==> src/rtl/knn_pkg.sv <==
// knn_pkg: shared FSM encoding, word count and coordinate word indices for knn_core
package knn_pkg;
  localparam int NUM_WORDS = 4;
  localparam int CNT_W = 2;
  localparam logic [CNT_W-1:0] IDX_AX = 2'd0;
  localparam logic [CNT_W-1:0] IDX_BX = 2'd1;
  localparam logic [CNT_W-1:0] IDX_AY = 2'd2;
  localparam logic [CNT_W-1:0] IDX_BY = 2'd3;
  typedef enum logic [2:0] {IDLE, ARM1, ARM2, LOAD, COMPUTE, DONE} state_t;
endpackage

==> src/rtl/knn_sqdiff.sv <==
// knn_sqdiff: squared unsigned absolute difference, truncated to DATA_W
module knn_sqdiff #(
  parameter int DATA_W = 32
) (
  input  logic [DATA_W-1:0] a,
  input  logic [DATA_W-1:0] b,
  output logic [DATA_W-1:0] sq
);
  logic [DATA_W-1:0] d;
  assign d = a > b ? a - b : b - a;
  assign sq = d * d;
endmodule

==> src/rtl/knn_core.sv <==
// knn_core: 2-D squared-distance engine; loads Ax,Bx,Ay,By serially, samples result on KNN_SAMPLE.
// Optional KNN_DONE output when KNN_DONE_EN is defined.
module knn_core
  import knn_pkg::*;
#(
  parameter int DATA_W = 32
) (
  input  logic              clk,
  input  logic              rst,
  input  logic              KNN_ENABLE,
  input  logic              KNN_SAMPLE,
  input  logic [DATA_W-1:0] KNN_DATA_IN,
`ifdef KNN_DONE_EN
  output logic              KNN_DONE,
`else
`endif
  output logic [DATA_W-1:0] KNN_VALUE
);
  state_t state, next;
  logic [CNT_W-1:0] cnt;
  logic [NUM_WORDS-1:0][DATA_W-1:0] coord;
  logic [DATA_W-1:0] result, sq_x, sq_y;
  logic cap;
  knn_sqdiff #(.DATA_W(DATA_W)) u_sq_x (.a(coord[IDX_AX]), .b(coord[IDX_BX]), .sq(sq_x));
  knn_sqdiff #(.DATA_W(DATA_W)) u_sq_y (.a(coord[IDX_AY]), .b(coord[IDX_BY]), .sq(sq_y));
  // ARM2's outgoing edge is already the first capture, so the counter is 0 there
  assign cap = KNN_ENABLE && (state == ARM2 || state == LOAD);
  always_comb begin
    next = state;
    if (!KNN_ENABLE) next = IDLE;
    else
      case (state)
        IDLE:    next = ARM1;
        ARM1:    next = ARM2;
        ARM2:    next = LOAD;
        LOAD:    next = cnt == IDX_BY ? COMPUTE : LOAD;
        COMPUTE: next = DONE;
        default: next = state;
      endcase
  end
  always_ff @(posedge clk or negedge rst)
    if (!rst) begin
      state     <= IDLE;
      cnt       <= '0;
      coord     <= '0;
      result    <= '0;
      KNN_VALUE <= '0;
    end else begin
      state <= next;
      cnt   <= state == IDLE ? '0 : cap ? cnt + 1'b1 : cnt;
      if (cap) coord[cnt] <= KNN_DATA_IN;
      if (state == COMPUTE && KNN_ENABLE) result <= sq_x + sq_y;
      if (KNN_SAMPLE) KNN_VALUE <= result;
    end
`ifdef KNN_DONE_EN
  always_ff @(posedge clk or negedge rst)
    if (!rst) KNN_DONE <= 1'b0;
    else KNN_DONE <= next == DONE && (state == COMPUTE || (KNN_DONE && !KNN_SAMPLE));
`endif
endmodule

==> config.mk <==
export PLATFORM = sky130hd
export DESIGN_NAME = knn_core
export DESIGN_NICKNAME = d
export VERILOG_FILES = /design/src/rtl/knn_pkg.sv /design/src/rtl/knn_sqdiff.sv /design/src/rtl/knn_core.sv
export SDC_FILE = /design/constraint.sdc
export NUM_CORES = 2
export LEC_CHECK = 0
export CORE_UTILIZATION = 30
export CTS_CLUSTER_DIAMETER = 40
export CTS_CLUSTER_SIZE = 24
export DETAILED_ROUTE_END_ITERATION = 6
export GPL_TIMING_DRIVEN = 0
export SYNTH_ARGS = -nofsm -noshare
export SYNTH_HDL_FRONTEND = slang
export SYNTH_SLANG_ARGS = --single-unit
==> constraint.sdc <==
create_clock -name clk -period 16.4 [get_ports clk]
set_input_delay 3.28 -clock clk [delete_from_list [all_inputs] [get_ports clk]]
set_output_delay 3.28 -clock clk [all_outputs]
set_load 0.005 [all_outputs]
==> flow_metrics.tcl <==
set metrics [dict create \
    worstPathArrival_ps 14180 \
    drt-initial-drc-count 2232 \
    start_kind "register" \
    dieArea_mm2 0.139 \
    core-area_mm2 0.136 \
    ys_ff_latch 197 \
    fin_setup_tns_ps 0 \
    crit_slowest_cell "xnor2_1" \
    clk_pin_slew_ps 80 \
    fp-row-count 135 \
    ys.flop_type "dfrtp_1" \
    cts_setup_buffers 0 \
    cts-root-buf "clkbuf_16" \
    fin_worst_skew_ps 22.6 \
    syn2layout_area_growth_pct 8.73 \
    drt_drc_violations_left 0 \
    seq_area_frac_synth_pct 12.0 \
    syn_avg_cell_area_um2 9.46 \
    max_stage_delay_ps 890 \
    die_y_um 373 \
    ant_nets 0 \
    synthCells 4355 \
    yosys.cell_types.count 92 \
    drt_pre_antenna_iters 6 \
    setup_viol 0 \
    drt_wl_total_um 124000 \
    clkLatencyLatePin_ps 540 \
    clockBufferDepth 2 \
    clock_sinks 197 \
    grt_max_degree 102 \
    yosysMostFrequentCell "inv_1" \
    max_freq_ghz 0.0728 \
    post_cts_resized 0 \
    cp_common_cell "fa_1" \
    htreeDepth 4 \
    fin_crit_sh_pct 83.7 \
    grt_pass1_wl_um 192000 \
    hold_buffers 0 \
    start_util_pct 30.3 \
    first_global_vias 31900 \
    synth_top_area_share_pct 38.5 \
    dp_hpwl_um 108000 \
    hold_path.class "reg -> reg" \
    yosysWarningCount 0 \
    ios 68 \
    final-max-slew-violation-count 0 \
    synth_nets 5566 \
    routedWlPerCell_um 19.8 \
    viasPerCell 4.80 \
    critPathRequiredTime_ps 16850 \
    gr-usage-all-layers_pct 18.6 \
    yosys-top-cells-count "inv_1 (1075), fa_1 (792), ha_1 (383), nor2_1 (340), nand2_1 (337)" \
    cts_made_buffers 17 \
    relSlewSlack_pct 8.46 \
    antenna_found_initial 6 \
    worst_pin_slew_ps 1330 \
    ys_async_sr_fraction_pct 100 \
    grt_overflow 0 \
    crit_path_end_kind "register" \
    worstPathMaxFanout 10 \
    yosys-top-cells-area "fa_1 (38%), dfrtp_1 (12%), ha_1 (12%), inv_1 (9.8%), mux2_2 (4.5%)" \
    status "finished clean" \
    port_buffers 66 \
    gp_congestion 0.969 \
    tritoncts "done" \
    drive_gt1_share_pct 7.56 \
    grt_setup_unrepaired "false" \
    via_count 29900 \
    nets 5654 \
    syn_area_mm2 0.0412 \
    crit_type "reg -> reg" \
    synth_top_cell_by_area "fa_1" \
    die_width_um 373 \
    synth_edf_count 0 \
    hold_viol_final 0 \
    maxCapViolCount 0 \
    final.min_clock_period_ps 13730 \
]
-- routing by layer --
| layer | vias to the layer above | part of all wire, % | GRT usage (%) |
|---|---|---|---|
| met5 | - | 0.0081 | 0 |
| met4 | 2 | 2.1 | 4.50 |
| met3 | 98 | 6.5 | 2.96 |
| li1 | 13500 | - | - |
| met2 | 900 | 48 | 30.7 |
| met1 | 15500 | 44 | 25.4 |
-- cells by family after synthesis --
| kind of cell | synth area share (%) |
|---|---|
| AO/OA/AOI/OAI | 8.71 |
| XOR/XNOR | 3.62 |
| adder cells (fa/ha/maj) | 50.1 |
| buffers and inverters | 11.5 |
| flip-flops | 12.0 |
| multiplexers | 5.13 |
| AND/OR/NAND/NOR | 8.92 |
-- area by class of cell --
type	instances	area (um2)
plain buffers	144	636
fillers	14200	91000
flip-flops and latches	197	4930
diodes	1	2.50
clock buffers	18	429
repair buffers	69	708
well taps	1781	2230
clock inverters	14	184
multi-input cells	2916	31600
inverters	1098	4120
-- worst max-delay path: cells and delay by family, from the launching register on --
family	cells	cell delay, ps
XOR/XNOR	1	890
adder cells (fa/ha/maj)	13	5850
AO/OA/AOI/OAI	14	3760
flip-flops	1	410
multiplexers	1	170
buffers and inverters	9	1580
AND/OR/NAND/NOR	3	960
-- registers in the layout (all words and copies together), names as in the netlist --
| register | flops |
|---|---|
| KNN_VALUE | 32 |
| cnt | 2 |
| coord | 128 |
| result | 32 |
| state | 3 |
-- path summary, 6_finish.rpt --
path | start | to | slack, ps | cells past startpoint
min in group asynchronous | rst | coord[86] | 2770 | 1
max in group asynchronous | rst | KNN_VALUE[12] | 12470 | 2
min reg2reg | result[11] | result[11] | 480 | 2
min | result[11] | result[11] | 480 | 2
max | coord[0] | result[31] | 2670 | 41
max reg2reg | coord[0] | result[31] | 2670 | 41
-- layout by cell type (no fill, tap or decap), types with 8 or more instances in the layout --
master           synthesis  final
a211oi_1                13     13
ha_1                   383    383
xor2_1                  45     45
nand3_1                 12     12
a21boi_0                 9      9
or2_2                   12     12
o21a_1                  21     21
fa_1                   792    792
nor2_1                 340    340
a21o_1                  89     89
dfrtp_1                197    197
or3_1                   12     12
nor3_1                  24     24
inv_2                   18     18
buf_1                   16     16
o21ai_0                 97     97
inv_1                 1075   1075
clkbuf_16                0     17
o21bai_1                37     37
a31oi_1                 10     10
xnor2_2                 10     16
nor2b_1                 16     16
a21oi_1                152    152
and2_1                  11     11
nand2_1                337    337
a31o_2                   8      8
nand4_1                 31     31
buf_2                   49     49
mux2i_1                 23     23
clkbuf_1                72     73
xnor2_1                 98     92
mux2_2                 165    165
nand2b_1                33     33
clkdlybuf4s50_1          0     65
-- stage by stage --
stage / std cells / util [%] / hold slack, ps / area (um2) / worst slack [ps]
global route: 6237 / 33.0 / 491 / 44800 / 2240
CTS: 6235 / 33.0 / 481 / 44800 / 2710
detailed placement: 6203 / 32.5 / 463 / 44200 / 2780
finish: 6238 / 33.0 / 475 / 44800 / 2670
global placement: 6202 / 32.5 / 458 / 44100 / 2800
floorplan: 4355 / - / 440 / 41200 / 5480
Power is left out: the tool's default activity adds up to more than one toggle a clock period on the data nets, which glitch-free logic cannot reach.
